$ cat config.mk
export PLATFORM = sky130hd
export DESIGN_NAME = refresher_pos8_flat
export DESIGN_NICKNAME = d
export VERILOG_FILES = /design/src/rtl/refresher_pos8_pkg.sv /design/src/rtl/refresher_pos8_if.sv /design/src/rtl/refresher_pos8_executer.sv /design/src/rtl/refresher_pos8.sv /design/src/flat_wrapper.sv
export SDC_FILE = /design/constraint.sdc
export NUM_CORES = 1
export LEC_CHECK = 0
export CORE_UTILIZATION = 55
export CTS_CLUSTER_SIZE = 10
export DETAILED_ROUTE_END_ITERATION = 10
export PLACE_DENSITY = 0.91
export REMOVE_ABC_BUFFERS = 1
export SLEW_MARGIN = 5
export SYNTH_ARGS = -nofsm -noshare
export SYNTH_HDL_FRONTEND = slang
export SYNTH_SLANG_ARGS = --single-unit
$ cat constraint.sdc
create_clock -name sys_clk -period 3.7 [get_ports sys_clk]
set_clock_uncertainty 0.1 [all_clocks]
set_input_delay 0.555 -clock sys_clk [delete_from_list [all_inputs] [get_ports sys_clk]]
set_output_delay 0.555 -clock sys_clk [all_outputs]
set_load 0.01 [all_outputs]
$ cat src/rtl/refresher_pos8_pkg.sv
// rtl/refresher_pos8_pkg.sv - shared types, command encodings and helpers for the refresh generator
package refresher_pkg;

    localparam logic [3:0] POSTPONE_MAX = 4'd8;

    typedef enum logic [1:0] {
        ST_IDLE       = 2'd0,
        ST_WAIT_GRANT = 2'd1,
        ST_WAIT_SEQ   = 2'd2
    } ref_state_e;

    // DRAM command bits packed as {cas, ras, we}
    typedef logic [2:0] dram_cmd_t;

    localparam dram_cmd_t   CMD_PRE_ALL = 3'b011;
    localparam dram_cmd_t   CMD_REF     = 3'b110;
    localparam dram_cmd_t   CMD_NOP     = 3'b000;
    localparam logic [16:0] A10         = 17'h00400;

    // Reload value for a spacing counter; a spacing of 0 behaves as 1.
    function automatic logic [7:0] span_reload(input logic [7:0] span);
        return (span == 8'd0) ? 8'd0 : span - 8'd1;
    endfunction

    function automatic logic [3:0] postpone_eff(input logic [3:0] cfg);
        if (cfg == 4'd0) begin
            return 4'd1;
        end
        if (cfg > POSTPONE_MAX) begin
            return POSTPONE_MAX;
        end
        return cfg;
    endfunction

endpackage

$ cat src/rtl/refresher_pos8_if.sv
// rtl/refresher_pos8_if.sv - command-bus request/grant and payload bundle toward the command multiplexer
interface refresher_pos8_if;

    logic        cmd_valid;
    logic        cmd_ready;
    logic        cmd_last;
    logic [16:0] cmd_payload_a;
    logic [2:0]  cmd_payload_ba;
    logic        cmd_payload_cas;
    logic        cmd_payload_ras;
    logic        cmd_payload_we;

    modport master (
        output cmd_valid, cmd_last, cmd_payload_a, cmd_payload_ba,
               cmd_payload_cas, cmd_payload_ras, cmd_payload_we,
        input  cmd_ready
    );

    modport slave (
        input  cmd_valid, cmd_last, cmd_payload_a, cmd_payload_ba,
               cmd_payload_cas, cmd_payload_ras, cmd_payload_we,
        output cmd_ready
    );

endinterface

$ cat src/rtl/refresher_pos8_executer.sv
// rtl/refresher_pos8_executer.sv - one PRE-all + REF pair with tRP/tRFC spacing
module refresh_executer
    import refresher_pkg::*;
(
    input  logic       clk_i,
    input  logic       rst_n_i,
    input  logic       start_i,
    input  logic [7:0] trp_i,
    input  logic [7:0] trfc_i,
    output dram_cmd_t  cmd_o,
    output logic       a10_o,
    output logic       done_o
);

    typedef enum logic [1:0] {EX_IDLE, EX_RP, EX_RFC} ex_phase_e;

    ex_phase_e phase_q, phase_d;
    logic [7:0] cnt_q, cnt_d;
    dram_cmd_t  cmd_q, cmd_d;
    logic       a10_q, a10_d;

    // High during the final cycle of a run, so a restart lands its PRE on the very next cycle.
    assign done_o = (phase_q == EX_RFC) && (cnt_q == 8'd0);
    assign cmd_o  = cmd_q;
    assign a10_o  = a10_q;

    always_comb begin
        phase_d = phase_q;
        cnt_d   = cnt_q;
        cmd_d   = CMD_NOP;
        a10_d   = 1'b0;
        if (start_i) begin
            phase_d = EX_RP;
            cnt_d   = span_reload(trp_i);
            cmd_d   = CMD_PRE_ALL;
            a10_d   = 1'b1;
        end else begin
            case (phase_q)
                EX_RP: begin
                    if (cnt_q == 8'd0) begin
                        phase_d = EX_RFC;
                        cnt_d   = span_reload(trfc_i);
                        cmd_d   = CMD_REF;
                    end else begin
                        cnt_d = cnt_q - 8'd1;
                    end
                end
                EX_RFC: begin
                    if (cnt_q == 8'd0) begin
                        phase_d = EX_IDLE;
                    end else begin
                        cnt_d = cnt_q - 8'd1;
                    end
                end
                default: begin
                    phase_d = EX_IDLE;
                end
            endcase
        end
    end

    always_ff @(posedge clk_i or negedge rst_n_i) begin
        if (!rst_n_i) begin
            phase_q <= EX_IDLE;
            cnt_q   <= 8'd0;
            cmd_q   <= CMD_NOP;
            a10_q   <= 1'b0;
        end else begin
            phase_q <= phase_d;
            cnt_q   <= cnt_d;
            cmd_q   <= cmd_d;
            a10_q   <= a10_d;
        end
    end

endmodule

$ cat src/rtl/refresher_pos8.sv
// rtl/refresher_pos8.sv - periodic DRAM refresh generator with up to 8x postponing and bus handshake
module refresher_pos8
    import refresher_pkg::*;
(
    input  logic              sys_clk,
    input  logic              sys_rst,
    input  logic [7:0]        ref_tRP_cfg,
    input  logic [7:0]        ref_tRFC_cfg,
    input  logic [11:0]       ref_tREFI_cfg,
    input  logic [3:0]        ref_POSTPONE_cfg,
    refresher_pos8_if.master  cmd
);

    // Interval timer: the first cycle after reset behaves as a fresh load of tREFI-1.
    logic        armed_q;
    logic [11:0] timer_q, timer_d, timer_cur;
    logic        tick;

    assign timer_cur = armed_q ? timer_q : ref_tREFI_cfg - 12'd1;
    assign tick      = (timer_cur == 12'd0);
    assign timer_d   = tick ? ref_tREFI_cfg - 12'd1 : timer_cur - 12'd1;

    always_ff @(posedge sys_clk or negedge sys_rst) begin
        if (!sys_rst) begin
            armed_q <= 1'b0;
            timer_q <= 12'd0;
        end else begin
            armed_q <= 1'b1;
            timer_q <= timer_d;
        end
    end

    ref_state_e state_q;
    logic       pending_q, pending_d;
    logic [3:0] post_cnt_q, post_cnt_d;
    logic       overflow, pending_clr;

    assign overflow    = tick && ((post_cnt_q + 4'd1) >= postpone_eff(ref_POSTPONE_cfg));
    assign post_cnt_d  = !tick ? post_cnt_q : (overflow ? 4'd0 : post_cnt_q + 4'd1);
    assign pending_clr = (state_q == ST_IDLE) && pending_q;
    assign pending_d   = overflow | (pending_q & ~pending_clr);

    always_ff @(posedge sys_clk or negedge sys_rst) begin
        if (!sys_rst) begin
            post_cnt_q <= 4'd0;
            pending_q  <= 1'b0;
        end else begin
            post_cnt_q <= post_cnt_d;
            pending_q  <= pending_d;
        end
    end

    logic       valid_q, last_q;
    logic [7:0] trp_q, trfc_q;
    logic [3:0] burst_left_q;
    logic       grant, exec_start, exec_done, exec_a10;
    logic [7:0] exec_trp;
    dram_cmd_t  exec_cmd;

    assign grant      = (state_q == ST_WAIT_GRANT) && cmd.cmd_ready;
    assign exec_start = grant || ((state_q == ST_WAIT_SEQ) && exec_done && (burst_left_q != 4'd0));
    // The first pair starts on the grant edge, before the latched copy is valid.
    assign exec_trp   = grant ? ref_tRP_cfg : trp_q;

    always_ff @(posedge sys_clk or negedge sys_rst) begin
        if (!sys_rst) begin
            state_q      <= ST_IDLE;
            valid_q      <= 1'b0;
            last_q       <= 1'b0;
            trp_q        <= 8'd0;
            trfc_q       <= 8'd0;
            burst_left_q <= 4'd0;
        end else begin
            last_q <= 1'b0;
            case (state_q)
                ST_IDLE: begin
                    if (pending_q) begin
                        state_q <= ST_WAIT_GRANT;
                        valid_q <= 1'b1;
                    end
                end
                ST_WAIT_GRANT: begin
                    if (cmd.cmd_ready) begin
                        state_q      <= ST_WAIT_SEQ;
                        trp_q        <= ref_tRP_cfg;
                        trfc_q       <= ref_tRFC_cfg;
                        burst_left_q <= postpone_eff(ref_POSTPONE_cfg) - 4'd1;
                    end
                end
                ST_WAIT_SEQ: begin
                    if (exec_done) begin
                        if (burst_left_q == 4'd0) begin
                            state_q <= ST_IDLE;
                            valid_q <= 1'b0;
                            last_q  <= 1'b1;
                        end else begin
                            burst_left_q <= burst_left_q - 4'd1;
                        end
                    end
                end
                default: begin
                    state_q <= ST_IDLE;
                    valid_q <= 1'b0;
                end
            endcase
        end
    end

    refresh_executer u_exec (
        .clk_i   (sys_clk),
        .rst_n_i (sys_rst),
        .start_i (exec_start),
        .trp_i   (exec_trp),
        .trfc_i  (trfc_q),
        .cmd_o   (exec_cmd),
        .a10_o   (exec_a10),
        .done_o  (exec_done)
    );

    assign cmd.cmd_valid       = valid_q;
    assign cmd.cmd_last        = last_q;
    assign cmd.cmd_payload_a   = exec_a10 ? A10 : 17'd0;
    assign cmd.cmd_payload_ba  = 3'd0;
    assign cmd.cmd_payload_cas = exec_cmd[2];
    assign cmd.cmd_payload_ras = exec_cmd[1];
    assign cmd.cmd_payload_we  = exec_cmd[0];

endmodule

$ cat src/flat_wrapper.sv
// flat-port wrapper written by rule: the top's interface ports become plain ports
module refresher_pos8_flat import refresher_pkg::*;
  (sys_clk, sys_rst, ref_tRP_cfg, ref_tRFC_cfg, ref_tREFI_cfg, ref_POSTPONE_cfg, cmd_cmd_valid, cmd_cmd_last, cmd_cmd_payload_a, cmd_cmd_payload_ba, cmd_cmd_payload_cas, cmd_cmd_payload_ras, cmd_cmd_payload_we, cmd_cmd_ready);
  refresher_pos8_if cmd_i ();
  input  logic sys_clk;
  input  logic sys_rst;
  input  logic [7:0] ref_tRP_cfg;
  input  logic [7:0] ref_tRFC_cfg;
  input  logic [11:0] ref_tREFI_cfg;
  input  logic [3:0] ref_POSTPONE_cfg;
  output wire logic [$bits(cmd_i.cmd_valid)-1:0] cmd_cmd_valid;
  output wire logic [$bits(cmd_i.cmd_last)-1:0] cmd_cmd_last;
  output wire logic [$bits(cmd_i.cmd_payload_a)-1:0] cmd_cmd_payload_a;
  output wire logic [$bits(cmd_i.cmd_payload_ba)-1:0] cmd_cmd_payload_ba;
  output wire logic [$bits(cmd_i.cmd_payload_cas)-1:0] cmd_cmd_payload_cas;
  output wire logic [$bits(cmd_i.cmd_payload_ras)-1:0] cmd_cmd_payload_ras;
  output wire logic [$bits(cmd_i.cmd_payload_we)-1:0] cmd_cmd_payload_we;
  input wire logic [$bits(cmd_i.cmd_ready)-1:0] cmd_cmd_ready;
  assign cmd_cmd_valid = cmd_i.cmd_valid;
  assign cmd_cmd_last = cmd_i.cmd_last;
  assign cmd_cmd_payload_a = cmd_i.cmd_payload_a;
  assign cmd_cmd_payload_ba = cmd_i.cmd_payload_ba;
  assign cmd_cmd_payload_cas = cmd_i.cmd_payload_cas;
  assign cmd_cmd_payload_ras = cmd_i.cmd_payload_ras;
  assign cmd_cmd_payload_we = cmd_i.cmd_payload_we;
  assign cmd_i.cmd_ready = cmd_cmd_ready;
  refresher_pos8 u_core (.sys_clk(sys_clk), .sys_rst(sys_rst), .ref_tRP_cfg(ref_tRP_cfg), .ref_tRFC_cfg(ref_tRFC_cfg), .ref_tREFI_cfg(ref_tREFI_cfg), .ref_POSTPONE_cfg(ref_POSTPONE_cfg), .cmd(cmd_i));
endmodule
==> flow_summary.toml <==
[setup_path]
crit_fanout = 9
crit_top_cell = "o31a_1"
path_cells = "clkdlybuf4s50_1 -> inv_1 -> ha_1 -> or3b_1 -> o31a_1 -> o31a_1 -> nand4bb_4 -> nor2_8 -> mux2_4"
start_kind = "input port"
path_delay_family = "simple AND/OR/NAND/NOR gates"
slowest_stage = "or3b_1"
path_buf_inv = 2
critPathKind = "input port to flop"
crit_arrival_ns = 3.33
max_stage_delay_ns = 0.51
endpoint_kind = "flop"
crit_required_ns = 3.80

[logic_synthesis]
synth_area_um2 = 3850
synth_top_area_share_pct = 35.7
yosys_warnings = 0
async_flop_share_pct = 100
seq_area_frac_synth_pct = 35.7
synth_top_area_cell = "dfrtp_1"
synth-edff-count = 0
ys_ff_latch = 55
netlist_instances = 422
avgSynthCellArea_um2 = 9.13
synthDistinctLibCells = 69
synth_most_common_cell = "dfrtp_1"
netlist_top_cells_count = "dfrtp_1, nand2_1, nor2_1, inv_1"
synthTopCellsByArea = "dfrtp_1, ha_1, nand2_1"
synth_ff_type = "dfrtp_1"

[sta]
worst_pin_slew_ns = 0.905
timing.setup.tns_ns = 0
maxSlewViolCount = 0
timing.fmax_ghz = 0.310
finalSetupViolCount = 0
hold_viol_final = 0
rsz0062_at_grt = "false"
setup_slack_ns = 0.475
relSlewSlack_pct = 39.6
fin_crit_ns = 3.22
fin_crit_sh_pct = 87.2

[flow_run]
maxCapViolations = 0

[place]
dp_hpwl_um = 6340
gp_congestion = 0.939
placed_area_um2 = 4320
numPortBuffers = 40
place_ws_ns = 0.135

[cells_and_area]
drive_gt1_share_pct = 10.0
syn2layout_area_growth_pct = 15.0
regArea_um2 = 1380
multi_input_area_um2 = 2250
utilization_pct = 65.2
final.fill_count = 534
antennaDiodeCount = 0
final_area_um2 = 4430
nNetsFinal = 515

[grt]
grt_pass1_wl_um = 14500
grt_pass1_vias = 3230
grt_max_degree = 43
antenna_found_initial = 0
grt.total_usage_pct = 24.7
overflow = 0

[drt]
route.detailed.drc = 0
vias = 3315
initialDrtViolationCount = 182
wirelength_um = 8290
vias_per_cell = 5.88
first_pass_iters = 4
wl_per_cell_um = 14.7
drtAntennaViolNets = 0

[clocking]
clkLatencyLatePin_ns = 0.32
post_cts_buffers = 0
cts_resized = 0
holdBufCountCts = 0
root_buffer = "clkbuf_8"
clockBufferDepth = 2
cts_tree = "yes"
path_clk_slew_ns = 0.11
cts_made_buffers = 5
cts_sinks = 55
ctsHtreeMaxLevel = 2

[floorplan]
num_rows = 30
die_area_um2 = 7350
fp.dieW_um = 85.7
start_util_pct = 56.7
die_height_um = 85.7
num_io_pins = 60
core_um2 = 6790

[pwr]
peakVddDrop_mv = 0.180
power_density_nw_per_um2 = 403
p_leak_nw = 1.94
p_total_w = 0.00179

[worst_hold_path]
hold_class = "input port to asynchronous set/reset pin"

[outcome]
status = "finished clean"
area by class of cell:
class / instances / area share [%]
Inverter: 25 / 2.12
Sequential cell: 55 / 31.1
Clock inverter: 3 / 1.04
Tap cell: 96 / 2.71
Timing Repair Buffer: 50 / 10.6
Clock buffer: 5 / 1.55
Multi-Input combinational cell: 330 / 50.9
power by group:
group / internal (W) / switching, W
logic: 0.000262 / 0.000306
registers: 0.000705 / 0.000100
clock network: 0.000204 / 0.000209
total: 0.00117 / 0.000615
sequential cells by signal (all words and copies together), names as in the netlist, 2 cells and up:
signal	flops
u_core.timer_q	12
u_core.trfc_q	8
u_core.trp_q	8
u_core.u_exec.cnt_q	8
u_core.burst_left_q	4
u_core.post_cnt_q	4
u_core.u_exec.cmd_o	3
u_core.state_q	2
u_core.u_exec.phase_q	2
stage by stage:
stage / instances / hold slack, ns
after CTS: 564 / 0.292
after global placement: 556 / 0.400
final: 564 / 0.254
after global routing: 564 / 0.327
after detailed placement: 556 / 0.411
after floorplan: 410 / 0.159
metal layers:
metal	GRT usage [%]	vias to the layer above	part of all wire, %
met5	0	-	0
met4	9.70	0	3.0
met3	5.68	28	5.0
met2	43.5	126	50
met1	29.4	1580	42
li1	-	1581	-
cell usage in the layout (no fill, tap or decap), types with 6 or more instances in the layout:
master | netlist | routed
conb_1 | 2 | 20
mux2i_1 | 16 | 16
o21ai_0 | 21 | 21
a211oi_1 | 7 | 7
clkdlybuf4s50_1 | 0 | 39
o31ai_1 | 8 | 8
nand3_1 | 8 | 8
ha_1 | 13 | 13
nor2_1 | 37 | 37
xor2_1 | 6 | 6
nand2b_1 | 7 | 7
dfrtp_1 | 55 | 55
nor4_1 | 9 | 9
xnor2_1 | 9 | 9
a21oi_1 | 18 | 18
buf_4 | 21 | 10
inv_1 | 23 | 23
nand2_1 | 43 | 43
nor3_1 | 10 | 10
o21a_1 | 8 | 8
path summary, 6_finish.rpt:
check	from	endpoint	slack, ns	cells past startpoint
max reg2reg	u_core.state_q[1]	u_core.u_exec.cnt_q[4]	0.83	10
min reg2reg	u_core.burst_left_q[0]	u_core.burst_left_q[0]	0.44	2
max	ref_tREFI_cfg[0]	u_core.timer_q[0]	0.48	9
max in group asynchronous	sys_rst	u_core.timer_q[10]	2.50	2
min in group sys_clk	u_core.burst_left_q[0]	u_core.burst_left_q[0]	0.44	2
min	sys_rst	u_core.trp_q[3]	0.25	1
cell families (layout without fill, tap and decap cells):
family | count (synthesis) | in the layout | synth area share [%]
xor+xnor | 15 | 15 | 3.41
simple gates | 159 | 159 | 23.2
fa+ha+maj | 13 | 13 | 4.22
mux | 20 | 20 | 5.42
flops | 55 | 55 | 35.7
buf+inv | 55 | 83 | 7.53
compound gates | 103 | 103 | 20.3
other cells | 2 | 20 | 0.195
No activity file was read; power rests on OpenSTA's default activity.
==> RTL change 1: new RTL, config.mk and constraints unchanged <==
Re-encode `ex_phase_e` (3 values) as one-hot, 3 bits wide.
--- a/src/rtl/refresher_pos8_executer.sv
+++ b/src/rtl/refresher_pos8_executer.sv
@@ -13,5 +13,5 @@
 );
 
-    typedef enum logic [1:0] {EX_IDLE, EX_RP, EX_RFC} ex_phase_e;
+    typedef enum logic [2:0] {EX_IDLE = 3'b001, EX_RP = 3'b010, EX_RFC = 3'b100} ex_phase_e;
 
     ex_phase_e phase_q, phase_d;
Check against the original RTL: no difference found for any inputs over 10 cycles, from zero or initial values and one cycle with sys_rst low; not proved beyond that.
==> RTL change 1 against the unedited design <==
  * Synthesized area increased by 1.9%
  * Total power decreased by 0.82%
  * Synthesized cell count increased by 7.1%
  * First-iteration DRC count increased by 48%
  * Worst setup slack got worse by 150 ps
  * Sequential cell count increased by 1
  * Cell area increased by 1.8%
  * Hold slack got worse by 130 ps
  * Wire length increased by 11%
  * Non-clock buffer count increased by 10
  * Clock power decreased by 13%
  * Via count increased by 6.9%
  * Critical path type unchanged
  * Largest power group unchanged
  * Highest routed layer unchanged
==> RTL change 1: results (changes against the unedited design) <==
Placement
  • Port bufs: 40 (unchanged)
  • Post-DP HPWL: 7.129 mm (+12%)
  • RD Place Congestion: 0.9118 (-2.9%)

Clocking
  • Clock latency at the later pin of the worst-skew pair: 310 ps
  • H-tree levels: 2 (unchanged)
  • Setup Buffers After CTS: 0 (unchanged)
  • Root buffer cell: clkbuf_8
  • Clk pin slew, worst setup/hold paths: 110 ps (about the same)
  • TritonCTS Buffers: 5 (unchanged)
  • Clk buf depth: 2 (unchanged)
  • PostCTS Resize Cnt: 0 (unchanged)

Global route
  • Initial antenna violation count: 0 (unchanged)
  • First-pass GRT wire length: 15.50 mm (+6.9%)
  • Largest net degree at the start of global routing: 32 (-26%)
  • Total Routing Usage GR: 26.04% (+1.3 points)

Logic synthesis
  • Synthesis-stage register bit count: 56 (+1.8%)
  • Synth Warn #: 0 (unchanged)
  • Asr flop ratio synth: 100.0% (unchanged)
  • Synth unique cells: 69 (unchanged)
  • Synth top area cells: dfrtp_1 (35%), nand2_1 (5.2%), buf_4 (3.8%)
  • Post-synthesis sequential area ratio: 35.72% (about the same)
  • Post-synth top cells: dfrtp_1 (55), nand2_1 (54), inv_1 (28), o21ai_0 (27), nor2_1 (25)

Worst setup path
  • Reg2Reg Depth: 7 (-3)
  • FF-to-FF setup slack: 660 ps (-170 ps)
  • CP arrival: 3490 ps (+160 ps)
  • Crit-path max FO: 8 (-1)
  • Worst r2r src: u_core.armed_q
  • Reg2reg end: u_core.post_cnt_q[2]

Outcome
  • Status: finished, final reports clean

Layout
  • Ant diodes: 0 (unchanged)
  • Share of layout cells above drive strength 1: 10.40% (+0.36 points)
  • Final Net Count: 545 (+5.8%)
  • Biggest register: u_core.timer_q
  • Fillers: 564 (+5.6%)
  • Max reg flops: 12 (unchanged)

Min path
  • Min-Delay Path Class: in2async

STA
  • Final hold vios: 0 (unchanged)
  • Max_slew headroom: 28.02% (-12 points)

Routing
  • 1st-pass router iterations: 7 (+3)
  • Via count: 3,544 (+6.9%)
  • DRT iter0 DRCs: 270 (+48%)
  • WL final: 9.241 mm (+11%)

Power
  • Worst vdd ir: 0.0001703 V (-5.2%)
  • Static Leak: 2.021 nW (+4.4%)
RTL change 1: cell types whose count changed in the layout (fill, tap and decap cells not counted), moves of 5 or more:
cell      delta
nor2_1      -12
nand2_1     +11
buf_4       +10
o21ai_0      +6
a21oi_1      +5
inv_1        +5
o21a_1       -5
o221ai_1     -5
xnor2_1      +5
RTL change 1: cells by family (layout without fill, tap and decap cells):
kind of cell,after synthesis,in the layout,synth area share [%]
AOI/OAI and AO/OA,112,112,20.05
xor gates and xnor gates,19,19,4.238
adders and majority gates,11,11,3.505
buffers and inverters,67,97,9.018
DFF,56,56,35.72
muxes,15,15,4.174
other,2,20,0.1913
and+or+nand+nor,170,170,23.10
RTL change 1: area by class of cell:
class | instances | area share (%)
clock buffer | 6 | 1.830
clock inverter | 2 | 0.3328
inverter | 29 | 2.413
multi-input combinational | 347 | 49.58
sequential | 56 | 31.09
tap | 96 | 2.662
timing repair buffer | 60 | 12.09
RTL change 1: worst max-delay path, cell delays in order:
cell	delay (ps)
clkdlybuf4s50_1	460
inv_1	90
ha_1	190
or3b_1	510
o31ai_2	300
a31oi_1	160
or4_4	490
or3_4	450
o41ai_2	280
RTL change 1: per-layer routing:
| layer | track usage, % | vias to the layer above | part of all wire [%] |
|---|---|---|---|
| met1 | 30.57 | 1703 | 41 |
| met4 | 11.06 | 0 | 2.4 |
| met5 | 0 | - | 0 |
| met3 | 3.905 | 25 | 4.4 |
| li1 | - | 1687 | - |
| met2 | 47.33 | 129 | 52 |
RTL change 1: worst max-delay path by stage:
stage	from	slack, ps	endpoint	depth (start not counted)
after floorplan	ref_tREFI_cfg[2]	530	u_core.post_cnt_q[2]	6
after global placement	ref_tREFI_cfg[1]	160	u_core.post_cnt_q[2]	9
after detailed placement	ref_tREFI_cfg[1]	30	u_core.post_cnt_q[2]	9
after CTS	ref_tREFI_cfg[1]	350	u_core.post_cnt_q[2]	9
after global routing	ref_tREFI_cfg[1]	160	u_core.timer_q[1]	11
final	ref_tREFI_cfg[1]	330	u_core.post_cnt_q[2]	9
RTL change 1: power by group:
part | internal [mW] | switching (mW)
registers | 0.716 | 0.105
clock network | 0.152 | 0.207
logic | 0.262 | 0.330
RTL change 1: metrics by stage:
stage	hold WS (ps)	power [mW]	std cells	cell area, µm²	worst slack, ps
after CTS	145.2	1.759	596	4512	349.3
after floorplan	159.4	1.208	432	3749	529.1
after global placement	394.8	1.371	588	4414	161.6
after global routing	169.5	1.872	596	4512	165.0
after detailed placement	407.1	1.406	588	4414	33.64
final	120.3	1.772	596	4512	325.3
==> RTL change 2: new RTL, same flow settings <==
Made on the original files. `POSTPONE_MAX`: 4'd8 -> 4'd4.
--- a/src/rtl/refresher_pos8_pkg.sv
+++ b/src/rtl/refresher_pos8_pkg.sv
@@ -2,5 +2,5 @@
 package refresher_pkg;
 
-    localparam logic [3:0] POSTPONE_MAX = 4'd8;
+    localparam logic [3:0] POSTPONE_MAX = 4'd4;
 
     typedef enum logic [1:0] {
Check against the original RTL: not equivalent (a bounded check fails within 10 cycles, from zero or initial values and one cycle with sys_rst low).
==> RTL change 2 against the unedited design <==
  * Sequential cell count did not move
  * First-iteration DRC count down 16%
  * Wire length fell by 1.0%
  * Synthesized area shrank 0.81%
  * Cell area fell by 0.68%
  * Synthesized cell count grew 0.95%
  * Register-to-register slack improved by 150 ps
  * Combinational power is 33% higher
  * Total power rose by 7.3%
  * Worst setup slack worse by 81 ps
  * Clock power fell by 14%
  * Utilization is 0.082 points lower
  * Maximum frequency down 2.4%
  * Largest cell class unchanged
  * Largest power group unchanged
==> RTL change 2: results (changes against the unedited design) <==
Outcome
  • Status: finished, final reports clean

Worst setup path
  • Crit-path max FO: 6 (-3)
  • Reg2reg end: u_core.u_exec.cnt_q[4]
  • Max incr delay on CP: 640 ps (+130 ps)
  • CP arrival: 3420 ps (+90 ps)
  • Worst r2r src: u_core.state_q[1]
  • CP max-delay cell: or4_1
  • FF-to-FF setup slack: 980 ps (+150 ps)
  • Crit path max-delay family: simple AND/OR/NAND/NOR gates
  • Reg2Reg Depth: 7 (-3)

Logic synthesis
  • Synth top area cells: dfrtp_1 (36%), mux2i_1 (4.5%), nand2_1 (4.4%)
  • Synth unique cells: 72 (+4.3%)
  • Post-synth top cells: dfrtp_1 (55), nand2_1 (45), nor2_1 (27), inv_1 (23), a21oi_1 (21)
  • Post-synthesis sequential area ratio: 36.01% (+0.29 points)
  • Synth Warn #: 0 (unchanged)
  • Asr flop ratio synth: 100.0% (unchanged)
  • Ys flop type: dfrtp_1

Power
  • Static Leak: 2.041 nW (+5.4%)
  • Worst vdd ir: 0.0001586 V (-12%)

Routing
  • 1st-pass router iterations: 5 (+1)
  • WL final: 8.202 mm (-1.0%)
  • DRT iter0 DRCs: 153 (-16%)
  • Vias per cell: 5.933 (+0.95%)

Global route
  • Number of global-route vias before repair: 3,315 (+2.6%)
  • First-pass GRT wire length: 14.35 mm (-1.1%)
  • Total Routing Usage GR: 24.13% (-0.62 points)
  • Initial antenna violation count: 0 (unchanged)
  • Largest net degree at the start of global routing: 34 (-21%)

Clocking
  • Root buffer cell: clkbuf_8
  • PostCTS Resize Cnt: 0 (unchanged)
  • Clk pin slew, worst setup/hold paths: 100 ps
  • Setup Buffers After CTS: 0 (unchanged)
  • TritonCTS Buffers: 5 (unchanged)
  • Clk buf depth: 2 (unchanged)
  • Clock latency at the later pin of the worst-skew pair: 320 ps (about the same)
  • H-tree levels: 2 (unchanged)

Layout
  • Final Net Count: 522 (+1.4%)
  • Biggest register: u_core.timer_q
  • Ant diodes: 0 (unchanged)
  • Share of layout cells above drive strength 1: 9.474% (-0.57 points)
  • Max reg flops: 12 (unchanged)

Placement
  • RD Place Congestion: 0.9586 (+2.1%)
  • Dpl cell area: 4302 µm² (-0.32%)
  • Port bufs: 40 (unchanged)
  • Post-DP HPWL: 6.293 mm (-0.78%)

STA
  • Worst-Margin Slew: 741.8 ps (-163.6 ps)

Min path
  • Min-Delay Path Class: in2async
RTL change 2: cells by family (layout without fill, tap and decap cells):
logic type                 Yosys count  count (layout)  share of synthesized area (%)
buffers and inverters               58              88                          7.790
adders and majority gates           13              13                          4.255
muxes                               27              27                          7.594
xor gates and xnor gates            20              20                          4.583
DFF                                 55              55                          36.01
AOI/OAI and AO/OA                  100             100                          18.23
and+or+nand+nor                    151             151                          21.34
other                                2              21                         0.1965
RTL change 2: stage by stage:
step           utilization (%)  setup WS (ps)  cells  hold WS, ps
2_1_floorplan                -          634.7    411        159.4
3_3_place_gp             63.67          163.6    547        351.0
3_5_place_dp             63.67          97.17    547        358.8
4_1_cts                  65.13          421.4    555        109.3
5_1_grt                  65.13          254.0    555        126.2
6_report                 65.13          394.6    555        90.00
RTL change 2: worst max-delay path by stage:
stage,start,endpoint,cells past startpoint
floorplan,ref_tREFI_cfg[0],u_core.timer_q[11],8
finish,ref_tREFI_cfg[1],u_core.timer_q[11],9
global placement,ref_tREFI_cfg[0],u_core.timer_q[11],9
CTS,ref_tREFI_cfg[1],u_core.timer_q[11],9
global route,ref_tREFI_cfg[0],u_core.timer_q[11],9
detailed placement,ref_tREFI_cfg[1],u_core.timer_q[11],9
RTL change 2: final cells by class:
cell class,instances,area [µm²]
clock inverter,2,16.27
multi-input combinational,332,2220
timing repair buffer,56,515.5
clock buffer,6,82.58
inverter,24,90.09
sequential,55,1376
fill,527,2356
tap,80,100.1
RTL change 2: layer usage:
| metal | vias up | part of all wire [%] | track usage [%] |
|---|---|---|---|
| met5 | - | 0 | 0 |
| met4 | 0 | 0.90 | 5.909 |
| met3 | 10 | 4.6 | 4.475 |
| met2 | 101 | 52 | 44.87 |
| met1 | 1572 | 43 | 28.72 |
| li1 | 1610 | - | - |
RTL change 2: report_power, final:
group	switching [mW]	internal (mW)	leakage, nW
Sequential	0.0998	0.703	0.693
Combinational	0.404	0.353	1.30
Clock	0.204	0.153	0.0474
RTL change 2: worst register-to-register path, delay by kind of cell, from the launching register on:
kind,cells,cell delay (ps)
AO/OA/AOI/OAI,2,380
flip-flops,1,450
AND/OR/NAND/NOR,2,710
multiplexers,2,710
adder cells (fa/ha/maj),1,240
